**src/rtl/pipe_hazard_if.sv**
```systemverilog
// Hazard-controller bus: hazard sources from ID/EX/MEM in, register controls and perf counters out.
interface pipe_hazard_if #(
  parameter int unsigned RW = 5,
  parameter int unsigned CW = 32
);
  logic [RW-1:0] id_rs1;
  logic [RW-1:0] id_rs2;
  logic          id_use_rs1;
  logic          id_use_rs2;
  logic [RW-1:0] ex_rd;
  logic          ex_memread;
  logic          ex_branch_taken;
  logic          mem_req;
  logic          mem_ready;

  logic          pc_en;
  logic          ifid_en;
  logic          idex_en;
  logic          exmem_en;
  logic          memwb_en;
  logic          ifid_flush;
  logic          idex_flush;
  logic          exmem_flush;
  logic          memwb_flush;
  logic          err;
  logic [CW-1:0] stall_cnt;
  logic [CW-1:0] flush_cnt;

  modport master (
    output id_rs1, id_rs2, id_use_rs1, id_use_rs2, ex_rd, ex_memread, ex_branch_taken,
           mem_req, mem_ready,
    input  pc_en, ifid_en, idex_en, exmem_en, memwb_en,
           ifid_flush, idex_flush, exmem_flush, memwb_flush, err, stall_cnt, flush_cnt
  );

  modport slave (
    input  id_rs1, id_rs2, id_use_rs1, id_use_rs2, ex_rd, ex_memread, ex_branch_taken,
           mem_req, mem_ready,
    output pc_en, ifid_en, idex_en, exmem_en, memwb_en,
           ifid_flush, idex_flush, exmem_flush, memwb_flush, err, stall_cnt, flush_cnt
  );
endinterface

```
**src/rtl/pipe_hazard_ctrl.sv**
```systemverilog
// Stall/flush sequencer for the 5-stage pipeline: load-use, redirect and memory-wait handling,
// memory-timeout watchdog, and saturating stall/flush counters.
module pipe_hazard_ctrl #(
  parameter int unsigned RW      = 5,
  parameter int unsigned CW      = 32,
  parameter int unsigned TIMEOUT = 16
) (
  input logic           CLK,
  input logic           RESET,
  pipe_hazard_if.slave  bus
);
  localparam int unsigned WW = $clog2(TIMEOUT + 1);

  typedef enum logic [1:0] {StRun, StMwait, StHalt} state_e;

  state_e        state_q, state_d;
  logic [WW-1:0] wcnt_q, wcnt_d;
  logic          err_q, err_d;
  logic [CW-1:0] stall_q, stall_d;
  logic [CW-1:0] flush_q, flush_d;

  logic       loaduse, memstall, redirect;
  logic       apply_stall, apply_flush;
  logic [4:0] en;  // {pc, ifid, idex, exmem, memwb}
  logic [3:0] fl;  // {ifid, idex, exmem, memwb}

  assign loaduse  = bus.ex_memread && (bus.ex_rd != RW'(0)) &&
                    ((bus.id_use_rs1 && (bus.id_rs1 == bus.ex_rd)) ||
                     (bus.id_use_rs2 && (bus.id_rs2 == bus.ex_rd)));
  assign memstall = bus.mem_req && !bus.mem_ready;
  assign redirect = bus.ex_branch_taken;

  // Register controls, highest priority first.
  always_comb begin
    en          = 5'b11111;
    fl          = 4'b0000;
    apply_stall = 1'b0;
    apply_flush = 1'b0;
    if (RESET) begin
      fl = 4'b1111;
    end else if (state_q == StHalt) begin
      en = 5'b00000;
    end else if (memstall) begin
      en          = 5'b00001;
      fl          = 4'b0001;
      apply_stall = 1'b1;
    end else if (redirect) begin
      fl          = 4'b1100;
      apply_flush = 1'b1;
    end else if (loaduse) begin
      en          = 5'b00111;
      fl          = 4'b0100;
      apply_stall = 1'b1;
    end
  end

  always_comb begin
    state_d = state_q;
    wcnt_d  = wcnt_q;
    err_d   = err_q;
    unique case (state_q)
      StRun: begin
        if (memstall) begin
          state_d = StMwait;
          wcnt_d  = WW'(1);
        end
      end
      StMwait: begin
        if (!memstall) begin
          state_d = StRun;
          wcnt_d  = '0;
        end else if (wcnt_q == WW'(TIMEOUT)) begin
          state_d = StHalt;
          err_d   = 1'b1;
        end else begin
          wcnt_d = wcnt_q + WW'(1);
        end
      end
      default: state_d = StHalt;
    endcase
  end

  assign stall_d = (apply_stall && (stall_q != '1)) ? stall_q + CW'(1) : stall_q;
  assign flush_d = (apply_flush && (flush_q != '1)) ? flush_q + CW'(1) : flush_q;

  always_ff @(posedge CLK) begin
    if (RESET) begin
      state_q <= StRun;
      wcnt_q  <= '0;
      err_q   <= 1'b0;
      stall_q <= '0;
      flush_q <= '0;
    end else begin
      state_q <= state_d;
      wcnt_q  <= wcnt_d;
      err_q   <= err_d;
      stall_q <= stall_d;
      flush_q <= flush_d;
    end
  end

  assign {bus.pc_en, bus.ifid_en, bus.idex_en, bus.exmem_en, bus.memwb_en} = en;
  assign {bus.ifid_flush, bus.idex_flush, bus.exmem_flush, bus.memwb_flush} = fl;
  assign bus.err       = err_q;
  assign bus.stall_cnt = stall_q;
  assign bus.flush_cnt = flush_q;
endmodule
```
**src/flat_wrapper.sv**
```systemverilog
// flat-port wrapper written by rule: the top's interface ports become plain ports
module pipe_hazard_ctrl_flat 
#(
  parameter int unsigned RW      = 5,
  parameter int unsigned CW      = 32,
  parameter int unsigned TIMEOUT = 16
)
  (CLK, RESET, bus_id_rs1, bus_id_rs2, bus_id_use_rs1, bus_id_use_rs2, bus_ex_rd, bus_ex_memread, bus_ex_branch_taken, bus_mem_req, bus_mem_ready, bus_pc_en, bus_ifid_en, bus_idex_en, bus_exmem_en, bus_memwb_en, bus_ifid_flush, bus_idex_flush, bus_exmem_flush, bus_memwb_flush, bus_err, bus_stall_cnt, bus_flush_cnt);
  pipe_hazard_if #(.RW(RW), .CW(CW)) bus_i ();
  input logic CLK;
  input logic RESET;
  input wire logic [$bits(bus_i.id_rs1)-1:0] bus_id_rs1;
  input wire logic [$bits(bus_i.id_rs2)-1:0] bus_id_rs2;
  input wire logic [$bits(bus_i.id_use_rs1)-1:0] bus_id_use_rs1;
  input wire logic [$bits(bus_i.id_use_rs2)-1:0] bus_id_use_rs2;
  input wire logic [$bits(bus_i.ex_rd)-1:0] bus_ex_rd;
  input wire logic [$bits(bus_i.ex_memread)-1:0] bus_ex_memread;
  input wire logic [$bits(bus_i.ex_branch_taken)-1:0] bus_ex_branch_taken;
  input wire logic [$bits(bus_i.mem_req)-1:0] bus_mem_req;
  input wire logic [$bits(bus_i.mem_ready)-1:0] bus_mem_ready;
  output wire logic [$bits(bus_i.pc_en)-1:0] bus_pc_en;
  output wire logic [$bits(bus_i.ifid_en)-1:0] bus_ifid_en;
  output wire logic [$bits(bus_i.idex_en)-1:0] bus_idex_en;
  output wire logic [$bits(bus_i.exmem_en)-1:0] bus_exmem_en;
  output wire logic [$bits(bus_i.memwb_en)-1:0] bus_memwb_en;
  output wire logic [$bits(bus_i.ifid_flush)-1:0] bus_ifid_flush;
  output wire logic [$bits(bus_i.idex_flush)-1:0] bus_idex_flush;
  output wire logic [$bits(bus_i.exmem_flush)-1:0] bus_exmem_flush;
  output wire logic [$bits(bus_i.memwb_flush)-1:0] bus_memwb_flush;
  output wire logic [$bits(bus_i.err)-1:0] bus_err;
  output wire logic [$bits(bus_i.stall_cnt)-1:0] bus_stall_cnt;
  output wire logic [$bits(bus_i.flush_cnt)-1:0] bus_flush_cnt;
  assign bus_i.id_rs1 = bus_id_rs1;
  assign bus_i.id_rs2 = bus_id_rs2;
  assign bus_i.id_use_rs1 = bus_id_use_rs1;
  assign bus_i.id_use_rs2 = bus_id_use_rs2;
  assign bus_i.ex_rd = bus_ex_rd;
  assign bus_i.ex_memread = bus_ex_memread;
  assign bus_i.ex_branch_taken = bus_ex_branch_taken;
  assign bus_i.mem_req = bus_mem_req;
  assign bus_i.mem_ready = bus_mem_ready;
  assign bus_pc_en = bus_i.pc_en;
  assign bus_ifid_en = bus_i.ifid_en;
  assign bus_idex_en = bus_i.idex_en;
  assign bus_exmem_en = bus_i.exmem_en;
  assign bus_memwb_en = bus_i.memwb_en;
  assign bus_ifid_flush = bus_i.ifid_flush;
  assign bus_idex_flush = bus_i.idex_flush;
  assign bus_exmem_flush = bus_i.exmem_flush;
  assign bus_memwb_flush = bus_i.memwb_flush;
  assign bus_err = bus_i.err;
  assign bus_stall_cnt = bus_i.stall_cnt;
  assign bus_flush_cnt = bus_i.flush_cnt;
  pipe_hazard_ctrl #(.RW(RW), .CW(CW), .TIMEOUT(TIMEOUT)) u_core (.CLK(CLK), .RESET(RESET), .bus(bus_i));
endmodule
```
**config.mk**
```make
export PLATFORM = sky130hd
export DESIGN_NAME = pipe_hazard_ctrl_flat
export DESIGN_NICKNAME = d
export VERILOG_FILES = /design/src/rtl/pipe_hazard_if.sv /design/src/rtl/pipe_hazard_ctrl.sv /design/src/flat_wrapper.sv
export SDC_FILE = /design/constraint.sdc
export NUM_CORES = 1
export LEC_CHECK = 0
export CORE_MARGIN = 1.5
export CORE_UTILIZATION = 46
export CTS_BUF_LIST = sky130_fd_sc_hd__clkbuf_4 sky130_fd_sc_hd__clkbuf_8
export DETAILED_ROUTE_END_ITERATION = 7
export GPL_ROUTABILITY_DRIVEN = 0
export HOLD_SLACK_MARGIN = 0.15
export PLACE_DENSITY = 0.77
export SLEW_MARGIN = 40
export SYNTH_ARGS = -nofsm -noshare
export SYNTH_HDL_FRONTEND = slang
export SYNTH_SLANG_ARGS = --single-unit
```
**constraint.sdc**
```tcl
create_clock -name CLK -period 1.9 [get_ports CLK]
set_input_delay 0.285 -clock CLK [delete_from_list [all_inputs] [get_ports CLK]]
set_output_delay 0.285 -clock CLK [all_outputs]
set_load 0.005 [all_outputs]
```
==> key figures <==
Die
  • Row Count: 33
  • CORE AREA: 8300 sq um
  • Die height: 95.9 um
  • Die width: 95.9 um
  • I/O pin cnt: 97
  • Die ar.: 9200 sq um
  • Starting density of the core: 0.479

Drt
  • Via density: 5.92
  • Pre-Repair DR Iteration Count: 5
  • DRC Markers: 0
  • Via count: 4,789
  • WL/cell: 18.7 um
  • Routed wire length: 15,100 um
  • Final antenna-violating net count: 0
  • DRT iter0 DRCs: 276

Cells and area
  • Most common cell after layout, fill and taps aside: buf_4
  • P&R area growth vs syn: 73.1%
  • # diodes: 0
  • NumNets Final: 726
  • Most frequent cells in the layout: buf_4 (117), clkdlybuf4s50_1 (69), nor2_1 (58)
  • Fillers: 448
  • Fraction of final layout cells sized beyond drive strength 1: 0.419

STA
  • Final worst slack: -120 ps
  • Final worst-path cycle share: 1.06
  • Final Hold Fails: 0
  • Fmax: 495 MHz
  • Fin crit period: 2020 ps
  • Final Skew: 18.4 ps
  • RSZ-0062 raised after global routing: yes
  • Hold_ws: 427 ps
  • Slew Viols, Final: 0
  • Final setup fails: 21
  • Worst Max-Slew Pin Slew: 549 ps
  • Max-slew headroom: 0.634

Clocking
  • Clock Sinks: 72
  • CTS max path bufs: 2
  • H-tree depth: 3
  • TritonCTS buffer count: 9
  • CTS tree: done
  • Clock slew at reported path FFs: 80 ps
  • Worst-skew pair later-pin latency: 370 ps
  • Root Buffer: clkbuf_8

Yosys
  • Post-synth EDFFs: 0
  • Synth top area share: 0.363
  • FFs w/ async S/R, synth: 0
  • Synth Net Count: 509
  • Netlist cell types: 54
  • Synthesized instance count: 482
  • Post-Synthesis Cell Area: 3970 sq um
  • Syn. warnings: 0
  • Post-synthesis sequential area ratio: 0.363
  • Register bit total from synthesis: 72
  • Synth Area per Inst: 8.24 sq um
  • Post-synth top flop: dfxtp_1
  • Top cells by area, synth: dfxtp_1 (36%), xnor2_1 (7.9%), nor2_1 (5.8%)
  • Top cell type by total area after synthesis: dfxtp_1

Min path
  • WHS Path Cells: 4
  • Min-Delay Path Class: in2reg
  • Hold Path End: u_core.state_q[0]$_SDFFE_PP0P_
  • Hold Startpoint: bus_mem_ready

Setup path
  • Crit. End Element: flop
  • CP dominant cell by count: or3_4
  • Bufs and invs on worst path: 0
  • Worst EP arrival: 2320 ps
  • CP max FO: 3
  • Critical path type: reg2reg
  • Worst reg2reg path depth: 6
  • Critical Path RT: 2200 ps
  • Worst Setup Start Kind: flop
  • RR Endpoint: u_core.bus.stall_cnt[30]$_SDFFE_PP0P_
  • Top delay family on crit path: simple AND/OR/NAND/NOR gates
  • CP Cell Sequence: and4_4 > and3_4 > nand3b_1 > or3_4 > or3_4 > a21oi_2
  • Crit-path slowest cell: or3_4
  • RR Startpoint: u_core.bus.stall_cnt[4]$_SDFFE_PP0P_
  • Largest stage delay on the critical path: 450 ps
  • Reg2Reg Setup Slack: -120 ps

Placed design
  • Number of port buffers: 96
  • DP HPWL: 8510 um

Status
  • Outcome: finished, violations left
  • Failing checks: negative setup slack

Power
  • LEAKAGE: 2.64 nW
  • Power density over the cells: 482 nW/um^2
  • VDD IR max: 518 uV
  • Total power: 3.31 mW

Global route
  • Tot GR Track Use: 0.291
  • Largest net degree at the start of global routing: 49
  • First-pass GRT wire length: 20,900 um
  • Initial antenna violation count: 0
  • Grt ovf: 0
  • Vias in the first global route: 4,529

Run
  • Number of max-cap violations: 0
## report_power, final
group / internal (mW) / switching [mW]
Combinational: 0.168 / 0.167
Clock: 0.829 / 0.629
Sequential: 1.51 / 0.00730
## synthesized netlist by cell type (all sizes together) (2+ instances only)
cell	n
or3	14
or2	4
nand2	38
nor3	19
nor3b	2
nor4	14
inv	10
nor2b	7
o311ai	5
and4	7
mux2	7
a22oi	2
o31ai	9
nand2b	4
and2	6
nand4b	3
dfxtp	72
xnor2	36
and3	10
xor2	7
buf	13
nand4	25
nand3	17
a21oi	28
nand3b	2
nor2	61
o41ai	4
clkbuf	13
ha	4
or4	12
o21ai	18
## metal layers
metal  global-route usage  wire (um)
met3               0.0640        973
met1                0.331       5740
met5                    0          0
met4                0.130        603
met2                0.519       7810
## kinds of logic (layout without fill, tap and decap cells)
kind of cell             after synthesis  in the layout  synth area share
buffers and inverters                 37            258            0.0523
AO/OA/AOI/OAI                         72             72             0.112
adder cells (fa/ha/maj)                4              4            0.0126
XOR/XNOR                              43             43            0.0948
AND/OR/NAND/NOR                      247            248             0.345
multiplexers                           7              7            0.0198
flip-flops                            72             72             0.363
## worst reg2reg max path, cell delays in order (launching register included)
cell and delay (ps):
dfxtp_1 360, and4_4 280, and3_4 220, nand3b_1 150, or3_4 450, or3_4 400, a21oi_2 110
## worst max-delay path by stage
stage	startpoint	cells past startpoint	slack [ps]	endpoint
after floorplan	u_core.bus.stall_cnt[17]$_SDFFE_PP0P_	9	-40	u_core.bus.stall_cnt[11]$_SDFFE_PP0P_
after global placement	bus_ex_rd[0]	7	-700	bus_pc_en
after detailed placement	bus_ex_rd[3]	7	-760	bus_ifid_en
after CTS	u_core.state_q[0]$_SDFFE_PP0P_	4	-50	bus_ifid_flush
after global routing	u_core.bus.stall_cnt[2]$_SDFFE_PP0P_	7	-190	u_core.bus.stall_cnt[29]$_SDFFE_PP0P_
final	u_core.bus.stall_cnt[4]$_SDFFE_PP0P_	6	-120	u_core.bus.stall_cnt[30]$_SDFFE_PP0P_
## metrics by stage
stage	setup TNS (ps)	area (sq um)	utilization	cells	setup WS, ps
CTS	-164	6350	0.765	792	-50.8
global route	-3440	6880	0.828	809	-190
floorplan	-181	3980	-	482	-44.5
finish	-936	6880	0.828	809	-120
detailed placement	-25240	5720	0.690	762	-756
global placement	-22290	5720	0.690	762	-702
## sequential cells by signal (all words and copies together), names as in the netlist
name                  count
u_core.bus.err            1
u_core.bus.flush_cnt     32
u_core.wcnt_q             5
u_core.bus.stall_cnt     32
u_core.state_q            2
## layout make-up
cell class | instances | area [sq um] | area share
clock buffers | 12 | 159 | 0.0231
clock inverters | 4 | 76.3 | 0.0111
inverters | 10 | 37.5 | 0.00546
multi-input cells | 374 | 2900 | 0.421
flip-flops and latches | 72 | 1480 | 0.216
well taps | 105 | 131 | 0.0191
repair buffers | 232 | 2090 | 0.304
## what timing repair did
action,4_1_cts,5_1_grt
pin swaps,32,39
setup endpoints to repair,53,64
setup buffers,14,15
gates resized for setup,106,105
hold buffers,0,0
cloned,2,2
(Power assumes the default switching activity.)
